### config.mk
export PLATFORM = sky130hd
export DESIGN_NAME = bm_output_sink
export DESIGN_NICKNAME = d
export VERILOG_FILES = /design/src/rtl/bm_output_sink.sv
export SDC_FILE = /design/constraint.sdc
export NUM_CORES = 1
export LEC_CHECK = 0
export BUFFER_PORTS_ARGS = -buffer_cell sky130_fd_sc_hd__buf_2
export CAP_MARGIN = 20
export CORE_MARGIN = 3
export CORE_UTILIZATION = 52
export DETAILED_ROUTE_END_ITERATION = 8
export GPL_ROUTABILITY_DRIVEN = 0
export PLACE_DENSITY = 0.74
export SLEW_MARGIN = 15
export SYNTH_ARGS = -nofsm -noshare
export SYNTH_HDL_FRONTEND = slang
export SYNTH_SLANG_ARGS = --single-unit
### constraint.sdc
create_clock -name clock_signal -period 2.29 [get_ports clock_signal]
set_input_delay 0.1145 -clock clock_signal [delete_from_list [all_inputs] [get_ports clock_signal]]
set_output_delay 0.1145 -clock clock_signal [all_outputs]
set_load 0.005 [all_outputs]
### src/rtl/bm_output_sink.sv
// Consumer end of the BondMachine output-port handshake: captures each published value into a
// small first-word-fall-through FIFO and presents it on a ready/valid stream.
// Optional macro BM_OUTPUT_SINK_DROP_EN: when full, acknowledge and discard instead of stalling,
// counting discarded values on drop_count.
module bm_output_sink #(
  parameter int WIDTH     = 1,
  parameter int DEPTH     = 4,
  parameter int DEPTH_LOG = 2
) (
  input  logic                 clock_signal,
  input  logic                 reset_signal,
  input  logic [WIDTH-1:0]     i0,
  input  logic                 i0_valid,
  output logic                 i0_received,
  output logic [WIDTH-1:0]     out_data,
  output logic                 out_valid,
  input  logic                 out_ready,
`ifdef BM_OUTPUT_SINK_DROP_EN
  output logic [15:0]          drop_count,
`endif
  output logic [DEPTH_LOG:0]   level
);

  // Handshake semantics: the producer holds i0_valid until it sees i0_received, then drops it;
  // downstream, a word transfers on every rising edge where out_valid and out_ready are both high.

  typedef enum logic {
    ST_IDLE = 1'b0,
    ST_ACK  = 1'b1
  } state_t;

  localparam logic [DEPTH_LOG:0]   LVL_FULL = (DEPTH_LOG + 1)'(DEPTH);
  localparam logic [DEPTH_LOG:0]   LVL_ONE  = (DEPTH_LOG + 1)'(1);
  localparam logic [DEPTH_LOG-1:0] PTR_ONE  = DEPTH_LOG'(1);

  state_t                 state_q, state_d;
  logic [DEPTH_LOG-1:0]   wr_ptr_q, wr_ptr_d;
  logic [DEPTH_LOG-1:0]   rd_ptr_q, rd_ptr_d;
  logic [DEPTH_LOG:0]     level_q, level_d;
  logic [WIDTH-1:0]       mem_q [DEPTH];
  logic                   push;
  logic                   pop;
  logic                   full;

  // Fullness comes from the registered level, so a pop in the same cycle never frees a slot early.
  assign full      = (level_q == LVL_FULL);
  assign out_valid = (level_q != '0);
  assign pop       = out_valid & out_ready;

`ifdef BM_OUTPUT_SINK_DROP_EN
  logic        drop;
  logic [15:0] drop_cnt_q, drop_cnt_d;
`endif

  always_comb begin
    state_d = state_q;
    push    = 1'b0;
`ifdef BM_OUTPUT_SINK_DROP_EN
    drop    = 1'b0;
`endif
    case (state_q)
      ST_IDLE: begin
        if (i0_valid && !full) begin
          push    = 1'b1;
          state_d = ST_ACK;
        end
`ifdef BM_OUTPUT_SINK_DROP_EN
        else if (i0_valid) begin
          drop    = 1'b1;
          state_d = ST_ACK;
        end
`endif
      end
      ST_ACK: begin
        // One capture per valid episode: wait for the producer to withdraw valid.
        if (!i0_valid) state_d = ST_IDLE;
      end
      default: state_d = ST_IDLE;
    endcase
  end

  always_comb begin
    wr_ptr_d = wr_ptr_q;
    rd_ptr_d = rd_ptr_q;
    level_d  = level_q;
    if (push) wr_ptr_d = wr_ptr_q + PTR_ONE;
    if (pop)  rd_ptr_d = rd_ptr_q + PTR_ONE;
    case ({push, pop})
      2'b10:   level_d = level_q + LVL_ONE;
      2'b01:   level_d = level_q - LVL_ONE;
      default: level_d = level_q;
    endcase
  end

`ifdef BM_OUTPUT_SINK_DROP_EN
  always_comb begin
    drop_cnt_d = drop_cnt_q;
    if (drop && (drop_cnt_q != 16'hFFFF)) drop_cnt_d = drop_cnt_q + 16'd1;
  end

  always_ff @(posedge clock_signal) begin
    if (reset_signal) drop_cnt_q <= '0;
    else              drop_cnt_q <= drop_cnt_d;
  end

  assign drop_count = drop_cnt_q;
`endif

  always_ff @(posedge clock_signal) begin
    if (reset_signal) begin
      state_q  <= ST_IDLE;
      wr_ptr_q <= '0;
      rd_ptr_q <= '0;
      level_q  <= '0;
    end else begin
      state_q  <= state_d;
      wr_ptr_q <= wr_ptr_d;
      rd_ptr_q <= rd_ptr_d;
      level_q  <= level_d;
    end
  end

  // Storage needs no reset: out_data is masked whenever the FIFO is empty.
  always_ff @(posedge clock_signal) begin
    if (!reset_signal && push) mem_q[wr_ptr_q] <= i0;
  end

  assign i0_received = (state_q == ST_ACK);
  assign out_data    = out_valid ? mem_q[rd_ptr_q] : '0;
  assign level       = level_q;

endmodule

# After elaboration in Yosys (flattened, before gate mapping)
# Memories as Yosys holds them, arrays and structs flattened. A register that Yosys moved wholly into a read port is not among the register bits.
# Index checks and enable logic that the tools add are counted.
# W data, S select, Z words.
op_classes:
  add_sub_neg: 4
  n_eq_ne: 3
  muxes: 10
  n_bitwise: 2
  reduce_logical: 6
op_table:
  columns: ["op", "count"]
  rows:
  - ["$mux W1", 6]
  - ["$pmux W3 S2", 1]
  - ["$add A2 B1 Y2 const B", 2]
  - ["$mux W2", 2]
  - ["$add A3 B1 Y3 const B", 1]
  - ["$eq A3 B3 Y1 const B", 1]
  - ["$reduce_bool A3 Y1", 1]
  - ["$sub A3 B1 Y3 const B", 1]
  - ["$eq A2 B1 Y1 const B", 1]
  - ["$eq A2 B2 Y1 const B", 1]
  - ["$logic_and A1 B1 Y1", 2]
  - ["$logic_not A1 Y1", 2]
  - ["$pmux W1 S2", 1]
  - ["$reduce_bool A2 Y1", 1]
  - ["$and A1 B1 Y1", 1]
  - ["$not A1 Y1", 1]
totals:
  regBits: 8
  ramBits: 4
  inputBits: 5
  out_inout_bits: 6
  elab_cells: 30
  mem_count: 1
memory_table:
  columns: ["memory", "depth", "word_bits", "rd", "rd_clocked_by_memory_dff", "write_ports", "line", "rtl"]
  rows:
  - ["mem_q", 4, 1, 1, 1, 1, "40", "logic [WIDTH-1:0] mem_q [DEPTH];"]

# Longest topological paths before layout
# Gate-level depths: netlist (run 1).
logic_depth:
  depth_word: 8
  ltp_mapped: 9
  mapped_depth_nobuf: 9

# Least setup slack after synthesis (run 1)
# Ideal clock, no wire load.
synth_timing:
  path_type: "register to register"
  from: "register level_q[2], in the netlist level[2]"
  to: "register level_q[2], in the netlist level[2]"
  setup_ns: 0.070
  arrival_time_ns: 1.950
  required_time_ns: 2.220
  setup_slack_ns: 0.270
  path_stages_with_launch: 10
  n_path_buf: 0
  period_less_slack_ns: 2.020
  cell_sequence: "dfxtp_1 > nor3b_2 > nor3b_2 > inv_1 > ha_1 > inv_1 > fa_1 > xor2_1 > or3_1 > a21oi_1"
synth_between:
  elab_chain_cells: 7
  elab_cells_between_ends: 13
  cone_classes: "add/sub (2); eq/ne (3); mux (3); bitwise (1); reduce/logical (4)"
synth_lines:
  columns: ["element", "line", "rtl"]
  rows:
  - ["start, declared", "39", "logic [DEPTH_LOG:0] level_q, level_d;"]
  - ["start signal, assigned", "119", "level_q <= level_d;"]
  - ["$eq A3 B3 Y1", "46", "assign full = (level_q == LVL_FULL);"]
  - ["$logic_not A1 Y1", "63", "if (i0_valid && !full) begin"]
  - ["$logic_and A1 B1 Y1", "63", null]
  - ["$mux W1", "63", null]
  - ["$mux W1", "61", "case (state_q)"]
  - ["$eq A2 B1 Y1 / $eq A2 B2 Y1 (equally long branches)", "88", "case ({push, pop})"]
  - ["$pmux W3 S2 / $reduce_bool A2 Y1 (equally long branches)", null, null]
# Parallel ways exist; a longest one is shown, timed or not.
# A chain may end at the register's enable or synchronous reset.

# Final worst setup path (run 1)
# Same ends and word-level chain as after synthesis.

==> summary.txt, run 1 <==
Run status
  • Status: completed

Place
  • PortBufs: 10
  • Placed cell areas: 758.2 sq um
  • DP Wirelength: 824.4 um

Floorplanning
  • Die area: between 1500 and 2000 sq um
  • Core area: 1171 sq um
  • Rows: 12
  • Die Y: 42.35 um
  • Die W: 42.35 um
  • Initial core utilization: 58.65%
  • Io pins: 11

Pwr
  • Worst VDD drop: 0.0007577 V
  • Pwr dens: 1056 nW/um^2
  • P_leak: about 0.35 nW
  • Power, Total: 843.1 uW

Critical path
  • Critical path endpoint category: flop
  • RR Endpoint: level[2]$_SDFFE_PP0P_
  • R2R Setup Slk: 0.18 ns
  • CP arrival: 2.31 ns
  • Worst Path Max Fanout: 7
  • Critical path startpoint category: flop
  • CP required: 2.50 ns
  • Critical Path Start: level[2]$_SDFFE_PP0P_
  • Cells on worst reg2reg path: 9
  • Critical path type: reg2reg
  • Worst r2r src: level[2]$_SDFFE_PP0P_

Logic synthesis
  • Syn_nets: 73
  • Post-synth EDFFs: 4
  • Seq/Total Area, Yosys: 46.63%
  • Cell variety after synth: 22
  • Cell taking the most area after synthesis: dfxtp_1
  • Seq cells post-synth: 14
  • Synth Instances: between 60 and 70
  • Synth warn: 0
  • Asr flop ratio synth: 0%
  • Synth top cells by count: dfxtp_1, nor2_1, inv_1
  • Yosys top cell area share: between 20% and 30%
  • Cell Area, Synth: 686.9 sq um
  • Top post-synthesis cells by area: dfxtp_1, edfxtp_1, ha_1, xor2_1, and2_1
  • Most frequent cell after synthesis: dfxtp_1
  • Syn Area/Cell: 11.08 sq um
  • Post-synth top flop: dfxtp_1

Min path
  • Worst hold endpoint: mem_q[2]$_DFFE_PP_
  • Min-delay src: i0
  • Worst hold path class: in2reg
  • Worst hold stages: 1

Clock network
  • Clock root buffer: clkbuf_4
  • Clock Latency Late Sink: roughly 0.27 ns
  • H-tree Lvls: 1
  • Clock slew at reported path FFs: 0.08 ns
  • Clk buf depth: 2
  • CTS Hold Bufs: 0
  • Clock Sinks: 14
  • CTS tree: done
  • TritonCTS Buffers: 3

STA
  • Top achievable clock speed: 474.7 MHz
  • RSZ-0062 raised after global routing: false
  • Fin. Hold Viols: 0
  • Hold_ws: 0.05143 ns
  • Fin crit period: 2.107 ns
  • Fin Setup TNS: 0 ns
  • Slew at the pin closest to its max-slew limit: 0.3791 ns
  • Clk_skew: 0.005106 ns
  • Final Max Tran Viols: 0
  • Slew HR: 74.40%
  • Final setup fails: 0
  • Tcrit/Tclk final: 91.99%

Layout
  • Finished Cell Area: 798.3 sq um
  • Ant diodes: 0
  • Fraction of layout cells with a size suffix above 1: 25.97%
  • Area growth syn-to-layout: 16.21%
  • Final Util: 68.16%
  • Nets@finish: 89

GRT
  • First-pass GRT wire length: 1656 um
  • GRT Util Overall: between 10% and 20%
  • Vias in the first global route: 429
  • Overflow after GRT: 0
  • Initial antenna violation count: 0
  • Largest net degree at the start of global routing: 13

Detailed routing
  • Remaining DRCs: 0
  • Post-DRT Antenna Nets: 0
  • Vias: 460
  • Detailed Routing Iterations Pass 1: 3
  • WL per Instance: between 10 and 15 um
  • Final wirelength: approximately 1100 um
  • Drt initial violations: 6
  • DR vias/cell: between 5 and 6

Flow run
  • Max-cap violations: 0
[repair_timing]
| action | in CTS | in global routing |
|---|---|---|
| resized for setup | 0 | 1 |
| setup endpoints to repair | 0 | 1 |
| setup buffers | 0 | 1 |
[worst max-delay path by stage]
stage | end | slack, ns | cells after the start
after global placement | level[2]$_SDFFE_PP0P_ | 0.18 | 9
after floorplan | level[2]$_SDFFE_PP0P_ | 0.27 | 9
after CTS | level[2]$_SDFFE_PP0P_ | 0.1 | 9
final | level[2]$_SDFFE_PP0P_ | 0.18 | 9
after detailed placement | level[2]$_SDFFE_PP0P_ | 0.12 | 9
after global routing | level[2]$_SDFFE_PP0P_ | 0.04 | 9
[final cells by class]
type | count | area, sq um
fill | 92 | 372.9
multi-input combinational | 40 | 342.8
sequential | 14 | 320.3
timing repair buffer | 12 | 65.06
inverter | 7 | 26.28
clock buffer | 3 | 22.52
tap | 14 | 17.52
clock inverter | 1 | 3.754
[kinds of logic after synthesis]
logic type | Yosys count | share of synthesized area (%)
and+or+nand+nor | 22 | 20.40
DFF | 14 | 46.63
buffers and inverters | 8 | 4.372
adders and majority gates | 6 | 12.02
AOI/OAI and AO/OA | 5 | 4.554
xor gates and xnor gates | 4 | 5.100
muxes | 3 | 6.921
[placed cells by master, fill, tap and decap left out, types with 3 or more instances in the layout]
| master | instances |
|---|---|
| dfxtp_1 | 10 |
| buf_2 | 10 |
| nor2_1 | 8 |
| inv_1 | 7 |
| and2_1 | 5 |
| ha_1 | 5 |
| xor2_1 | 4 |
| edfxtp_1 | 4 |
| clkbuf_4 | 3 |
[layer usage]
| metal | track usage [%] | up-vias | wire (um) |
|---|---|---|---|
| met1 | 12.74 | 216 | 466 |
| met2 | 23.10 | 10 | 533 |
| met3 | 3.863 | 0 | 59 |
| met5 | 0 | - | 0 |
| met4 | 3.727 | 0 | 0 |
| li1 | - | 234 | - |
[worst max-delay path, stage by stage (launching register included)]
cell     delay (ns)
dfxtp_1        0.42
nor3b_4        0.24
nor3b_2        0.10
inv_1          0.06
ha_1           0.19
inv_1          0.07
fa_1           0.37
xor2_1         0.16
or3_1          0.30
a21oi_1        0.13
[metrics by stage]
stage / setup slack [ns] / cells
floorplan: 0.2697 / 62
detailed placement: 0.1194 / 86
finish: 0.1834 / 91
global placement: 0.1803 / 86
CTS: 0.09933 / 90
global route: 0.03636 / 91
[power by group]
part	leakage, nW	internal (mW)	switching [mW]	total [mW]
Sequential	0.118	0.311	0.0566	0.367
Clock	0.0154	0.0630	0.0758	0.139
Combinational	0.216	0.173	0.164	0.337
Total	0.350	0.547	0.296	0.843
(Power assumes the default switching activity.)
==> run 2: changes to the inputs <==
Settings changed: ABC_AREA from default to 1, CORE_UTILIZATION 52 to 53, GPL_TIMING_DRIVEN from default to 0, PLACE_DENSITY 0.74 to 0.75.
==> run 2 against run 1 <==
First-iteration DRC count grew 120%. Register-to-register slack improved by 0.29 ns. Fmax increased by 16%. Clock power about the same.
==> summary.txt, run 2 <==
Layout
  • Area growth syn-to-layout: 12.84%
  • Ant diodes: 0 (unchanged)
  • Commonest non-fill, non-tap cell in the layout: nand2_1
  • Area of the multi-input gates: 335.3 sq um (-2.2%)
  • Most frequent cells in the layout: nand2_1, nor2_1, inv_1, dfxtp_1, buf_2
  • Fraction of layout cells with a size suffix above 1: 23.08% (-2.9 points)
  • Nets@finish: 116 (+30%)
  • Finished Cell Area: 824.5 sq um (+3.3%)
  • Seq. cell area: 320.3 sq um (unchanged)
  • FILL cells: 121 (+32%)

Floorplanning
  • Die W: 43.13 um (+1.9%)
  • Die area: 1860 sq um (+3.7%)
  • Rows: 12 (unchanged)
  • Initial core utilization: 60.83% (+2.2 points)
  • Io pins: 11 (unchanged)
  • Core area: 1201 sq um (+2.6%)
  • Die Y: 43.13 um (+1.9%)

Clock network
  • CTS Hold Bufs: 0 (unchanged)
  • TritonCTS Buffers: 3 (unchanged)
  • Gates resized, CTS repair: 0 (unchanged)
  • Clk buf depth: 2 (unchanged)
  • Clock slew at reported path FFs: 0.08 ns (about the same)
  • Clock Latency Late Sink: 0.28 ns (about the same)
  • H-tree Lvls: 1 (unchanged)
  • Post CTS Setup Buffer Count: 0 (unchanged)
  • CTS tree: done
  • Clock root buffer: clkbuf_4
  • Clock Sinks: 14 (unchanged)

STA
  • Top achievable clock speed: 549.0 MHz (+16%)
  • RSZ-0062 raised after global routing: false
  • Clk_skew: 0.003092 ns (-0.002014 ns)
  • Final Max Tran Viols: 0 (unchanged)
  • Fin crit period: 1.821 ns (-0.2853 ns)
  • Slew at the pin closest to its max-slew limit: 0.1959 ns (-0.1832 ns)
  • Fin Setup TNS: 0 ns (unchanged)
  • Final setup fails: 0 (unchanged)
  • Fin. Hold Viols: 0 (unchanged)
  • Slew HR: 86.92% (+13 points)
  • Tcrit/Tclk final: 79.54% (-12 points)

Critical path
  • Critical Path Start: level[2]$_SDFFE_PP0P_
  • Worst r2r src: level[2]$_SDFFE_PP0P_
  • Critical path type: reg2reg
  • R2R Setup Slk: 0.47 ns (+0.29 ns)
  • Slowest stage delay, CP: 0.43 ns (about the same)
  • RR Endpoint: level[2]$_SDFFE_PP0P_
  • CP arrival: 2.05 ns (-0.26 ns)
  • CP max stage cell: dfxtp_1
  • Critical path startpoint category: flop
  • Cells along the critical path: inv_2, nand3_4, inv_2, nor2_1, ha_1, inv_1, fa_1, nand2_1, nand3_1, nand2_1, inv_1, nor2_1
  • Cells on worst reg2reg path: 12 (+3)
  • Critical path endpoint category: flop
  • CP required: 2.51 ns (about the same)
  • Worst Path Max Fanout: 6 (-1)

Logic synthesis
  • Top post-synthesis cells by area: dfxtp_1, edfxtp_1, ha_1, nand2_1, nor2_1
  • Cell taking the most area after synthesis: dfxtp_1
  • Syn_nets: 101 (+38%)
  • Post-synth EDFFs: 4 (unchanged)
  • Seq cells post-synth: 14 (unchanged)
  • Cell Area, Synth: 730.7 sq um (+6.4%)
  • Asr flop ratio synth: 0% (unchanged)
  • Post-synth top flop: dfxtp_1
  • Syn Area/Cell: 8.119 sq um (-27%)
  • Yosys top cell area share: 27.40% (-1.7 points)
  • Synth Instances: 90 (+45%)
  • Most frequent cell after synthesis: nand2_1
  • Seq/Total Area, Yosys: 43.84% (-2.8 points)
  • Cell variety after synth: 18 (-18%)
  • Synth top cells by count: nand2_1, nor2_1, inv_1
  • Synth warn: 0 (unchanged)

GRT
  • Routing usage on met2: 22.12% (-0.98 points)
  • Vias in the first global route: 479 (+12%)
  • Met3 Use GR: 8.051% (+4.2 points)
  • First-pass GRT wire length: 1973 um (+19%)
  • Largest net degree at the start of global routing: 9 (-4)
  • Initial antenna violation count: 0 (unchanged)
  • GR Util met1: 17.14% (+4.4 points)
  • Overflow after GRT: 0 (unchanged)
  • GRT Util Overall: 14.79% (+2.5 points)
  • Grt peak-use layer: met2

Pwr
  • Switching portion of total power: 39.54% (+4.4 points)
  • Pint: 508.7 uW (-7.0%)
  • Worst VDD drop: 0.0006009 V (-21%)
  • Gate power share: 42.2% (+2.2 points)
  • Clk network pwr share: 16.8% (+0.3 points)
  • P_leak: 0.4049 nW (+16%)
  • Pwr dens: 1020 nW/um^2 (-3.4%)
  • Sequential share of power: 41.0% (-2.6 points)
  • Psw: 332.7 uW (+12%)

Detailed routing
  • Remaining DRCs: 0 (unchanged)
  • WL per Instance: 9.407 um (-19%)
  • DR vias/cell: 4.771 (-5.6%)
  • Final wirelength: 1110 um (+4.8%)
  • Post-DRT Antenna Nets: 0 (unchanged)
  • Detailed Routing Iterations Pass 1: 3 (unchanged)
  • Vias: 563 (+22%)
  • Drt initial violations: 13 (+7)

Min path
  • Min-delay src: i0
  • Worst hold path class: in2reg
  • Worst hold endpoint: mem_q[0]$_DFFE_PP_
  • Worst hold stages: 1 (unchanged)

Place
  • DP Wirelength: 860.1 um (+4.3%)
  • Placed cell areas: 798.3 sq um (+5.3%)
  • PortBufs: 10 (unchanged)

Run status
  • Status: completed

Flow run
  • Max-cap violations: 0 (unchanged)
[run 2: worst max-delay path by stage]
stage | endpoint | slack, ns
2_1_floorplan | level[2]$_SDFFE_PP0P_ | 0.61
3_3_place_gp | level[2]$_SDFFE_PP0P_ | 0.50
3_5_place_dp | level[2]$_SDFFE_PP0P_ | 0.49
4_1_cts | level[2]$_SDFFE_PP0P_ | 0.47
5_1_grt | level[2]$_SDFFE_PP0P_ | 0.27
6_report | level[2]$_SDFFE_PP0P_ | 0.47
[run 2: cell type report]
cell class | count | share of cell area [%]
Clock inverter | 1 | 0.4552
Timing Repair Buffer | 10 | 6.070
Sequential cell | 14 | 38.85
Clock buffer | 3 | 2.731
Multi-Input combinational cell | 56 | 40.67
Inverter | 20 | 9.105
Tap cell | 14 | 2.124
[run 2: through the flow]
stage               worst slack (ns)  instances  total power, mW  hold slack [ns]  util, %
floorplan                     0.6086         90           0.6128           0.2134        -
global placement              0.5004        114           0.6972           0.3303    66.46
detailed placement            0.4934        114           0.7109           0.3342    66.46
CTS                           0.4698        118           0.8582          0.03148    68.65
global route                  0.2677        118           0.9290          0.02481    68.65
finish                        0.4686        118           0.8414          0.04677    68.65
[run 2: power groups by stage]
stage                     Clock, mW  Combinational [mW]  Sequential [mW]
after global placement            0               0.348            0.349
after global routing          0.165               0.410            0.355
after detailed placement          0               0.359            0.352
final                         0.141               0.355            0.345
after CTS                     0.153               0.359            0.346
after floorplan                   0               0.264            0.349
[run 2: cell families (layout without fill, tap and decap cells)]
| group | after synthesis | after routing | synth area share (%) |
|---|---|---|---|
| fa+ha+maj | 6 | 6 | 11.30 |
| compound gates | 10 | 10 | 7.363 |
| simple gates | 40 | 40 | 27.23 |
| flops | 14 | 14 | 43.84 |
| buf+inv | 20 | 34 | 10.28 |
[run 2: critical path, delay by kind of cell, from the launching register on]
family	cells	cell delay [ns]
adder cells (fa/ha/maj)	2	0.56
AND/OR/NAND/NOR	6	0.56
flip-flops	1	0.43
buffers and inverters	4	0.22
[run 2: per-layer routing]
layer	vias up	wire (um)	part of all wire, %
li1	305	-	-
met1	243	520	47
met2	10	508	46
met3	5	59	5.3
met4	0	21	1.9
met5	-	0	0
==> run 3: changes to the inputs <==
Clock period 2.29 ns to 1.9 ns, I/O delays scaled along.
==> run 3 against run 2 <==
Worst setup slack lost 0.28 ns. Sequential share of layout area grew 0.23 points. Combinational power grew 23%. Worst hold slack lost 0.020 ns. Power grew 23%. Clock skew grew 0.00074 ns. Sequential power grew 23%. Final cell count is the same. Die area is the same. Non-clock buffer count is the same. Critical path depth is the same. Routed wire length grew 0.63%. Highest routed layer unchanged.
==> summary.txt, run 3 (synthesis gave the netlist of run 2 again) <==
Min path
  • Worst hold path class: in2reg
  • Min-delay src: i0
  • Worst hold endpoint: mem_q[0]$_DFFE_PP_
  • Worst hold stages: 1 (unchanged)

Critical path
  • R2R Setup Slk: 0.19 ns (-0.28 ns)
  • Worst path bufs/invs: 4 (unchanged)
  • RR Endpoint: level[2]$_SDFFE_PP0P_
  • Critical Path Start: level[2]$_SDFFE_PP0P_
  • Worst Path Max Fanout: 6 (unchanged)
  • CP arrival: 1.93 ns (-0.12 ns)
  • Critical path type: reg2reg
  • Critical path endpoint category: flop
  • Kind of cell adding the most delay to the critical path: adder cells
  • CP max stage cell: dfxtp_4
  • Slowest stage delay, CP: 0.38 ns (-0.05 ns)
  • CP required: 2.12 ns (-0.39 ns)
  • Cells along the critical path: inv_2, nand3_4, inv_2, nor2_2, ha_2, inv_1, fa_1, nand2_1, nand3_1, nand2_1, inv_1, nor2_1
  • Cells on worst reg2reg path: 12 (unchanged)
  • Critical path startpoint category: flop
  • Worst r2r src: level[2]$_SDFFE_PP0P_

Pwr
  • P_leak: 0.4044 nW (-0.11%)
  • Switching portion of total power: 39.26% (-0.28 points)
  • Worst VDD drop: 0.0007777 V (+29%)
  • Gate power share: 42.2% (about the same)
  • Psw: 404.8 uW (+22%)
  • Pwr dens: 1234 nW/um^2 (+21%)
  • Sequential share of power: 41.2% (+0.2 points)
  • Pint: 626.2 uW (+23%)
  • Clk network pwr share: 16.6% (-0.2 points)

STA
  • RSZ-0062 raised after global routing: false
  • Top achievable clock speed: 584.1 MHz (+6.4%)
  • Slew HR: 88.61% (+1.7 points)
  • Final Max Tran Viols: 0 (unchanged)
  • Tcrit/Tclk final: 90.11% (+11 points)
  • Fin. Hold Viols: 0 (unchanged)
  • Fin Setup TNS: 0 ns (unchanged)
  • Clk_skew: 0.003835 ns (+0.0007426 ns)
  • Final setup fails: 0 (unchanged)
  • Hold_ws: 0.02691 ns (-0.01986 ns)
  • Fin crit period: 1.712 ns (-0.1093 ns)
  • Slew at the pin closest to its max-slew limit: 0.1707 ns (-0.02522 ns)
  • Final worst setup slack: 0.1879 ns (-0.2807 ns)

Clock network
  • Clock slew at reported path FFs: 0.08 ns (about the same)
  • Post CTS Setup Buffer Count: 0 (unchanged)
  • Clk buf depth: 2 (unchanged)
  • CTS Hold Bufs: 0 (unchanged)
  • H-tree Lvls: 1 (unchanged)
  • TritonCTS Buffers: 3 (unchanged)
  • CTS tree: done
  • Clock Sinks: 14 (unchanged)
  • Clock root buffer: clkbuf_4
  • Clock Latency Late Sink: 0.28 ns (about the same)

Detailed routing
  • WL per Instance: 9.466 um (+0.63%)
  • Drt initial violations: 14 (+1)
  • Detailed Routing Iterations Pass 1: 4 (+1)
  • DR vias/cell: 4.788 (+0.36%)
  • Vias: 565 (+0.36%)
  • Post-DRT Antenna Nets: 0 (unchanged)
  • Remaining DRCs: 0 (unchanged)
  • Final wirelength: 1117 um (+0.63%)

Layout
  • Seq. cell area: 326.6 sq um (+2.0%)
  • Fraction of layout cells with a size suffix above 1: 27.88% (+4.8 points)
  • FILL cells: 119 (-1.7%)
  • Most frequent cells in the layout: nand2_1, inv_1, nor2_1, buf_2
  • Nets@finish: 116 (unchanged)
  • Finished Cell Area: 835.8 sq um (+1.4%)
  • Layout Cells excl Fill: 118 (unchanged)
  • Area growth syn-to-layout: 14.38%
  • Commonest non-fill, non-tap cell in the layout: nand2_1
  • Ant diodes: 0 (unchanged)
  • Area of the multi-input gates: 340.3 sq um (+1.5%)

GRT
  • First-pass GRT wire length: 1973 um (unchanged)
  • Initial antenna violation count: 0 (unchanged)
  • GRT Util Overall: 14.79% (unchanged)
  • Overflow after GRT: 0 (unchanged)
  • Vias in the first global route: 479 (unchanged)
  • Largest net degree at the start of global routing: 9 (unchanged)

Place
  • Place WS: 0.1034 ns (-0.3900 ns)
  • DP Wirelength: 860.1 um (unchanged)
  • PortBufs: 10 (unchanged)
  • Dpl cells: 114 (unchanged)
  • Placed cell areas: 798.3 sq um (unchanged)

Floorplanning
  • Die area: 1860 sq um (unchanged)
  • Core area: 1201 sq um (unchanged)
  • Rows: 12 (unchanged)
  • Initial core utilization: 60.83% (unchanged)
  • Die Y: 43.13 um (unchanged)
  • Io pins: 11 (unchanged)
  • Die W: 43.13 um (unchanged)

Flow run
  • Max-cap violations: 0 (unchanged)

Run status
  • Status: completed
run 3: cell counts in the layout (fill, tap and decap cells not counted):
Identical to the previous run, type by type.
run 3: worst max path at each step:
| stage | end | slack (ns) | cells after the start |
|---|---|---|---|
| 3_5_place_dp | level[2]$_SDFFE_PP0P_ | 0.10 | 12 |
| 5_1_grt | level[2]$_SDFFE_PP0P_ | 0.01 | 12 |
| 2_1_floorplan | level[2]$_SDFFE_PP0P_ | 0.22 | 13 |
| 4_1_cts | level[2]$_SDFFE_PP0P_ | 0.08 | 12 |
| 3_3_place_gp | level[2]$_SDFFE_PP0P_ | 0.11 | 13 |
| 6_report | level[2]$_SDFFE_PP0P_ | 0.19 | 12 |
run 3: layer usage:
layer / track usage, % / wire, um
met5: 0 / 0
met3: 8.051 / 59
met1: 17.14 / 520
met4: 6.627 / 21
met2: 22.12 / 515
run 3: timing repair:
action                     4_1_cts  5_1_grt
setup endpoints to repair        0        1
hold endpoints to repair         0        0
resized for setup                0        6
run 3: cell type report:
type | instances | area share [%]
multi-input combinational | 56 | 40.72
sequential | 14 | 39.07
inverter | 20 | 8.982
timing repair buffer | 10 | 5.988
clock buffer | 3 | 2.695
tap | 14 | 2.096
clock inverter | 1 | 0.4491
run 3: power by group through the flow:
stage / sequential, mW / combinational (mW) / clock, mW
finish: 0.424 / 0.436 / 0.171
floorplan: 0.421 / 0.318 / 0
global placement: 0.421 / 0.420 / 0
detailed placement: 0.424 / 0.433 / 0
global route: 0.436 / 0.502 / 0.199
CTS: 0.417 / 0.433 / 0.184
run 3: per-stage QoR:
step / util [%] / total power [mW]
6_report: 69.58 / 1.031
5_1_grt: 69.58 / 1.137
4_1_cts: 68.65 / 1.034
3_5_place_dp: 66.46 / 0.8568
3_3_place_gp: 66.46 / 0.8403
2_1_floorplan: - / 0.7386
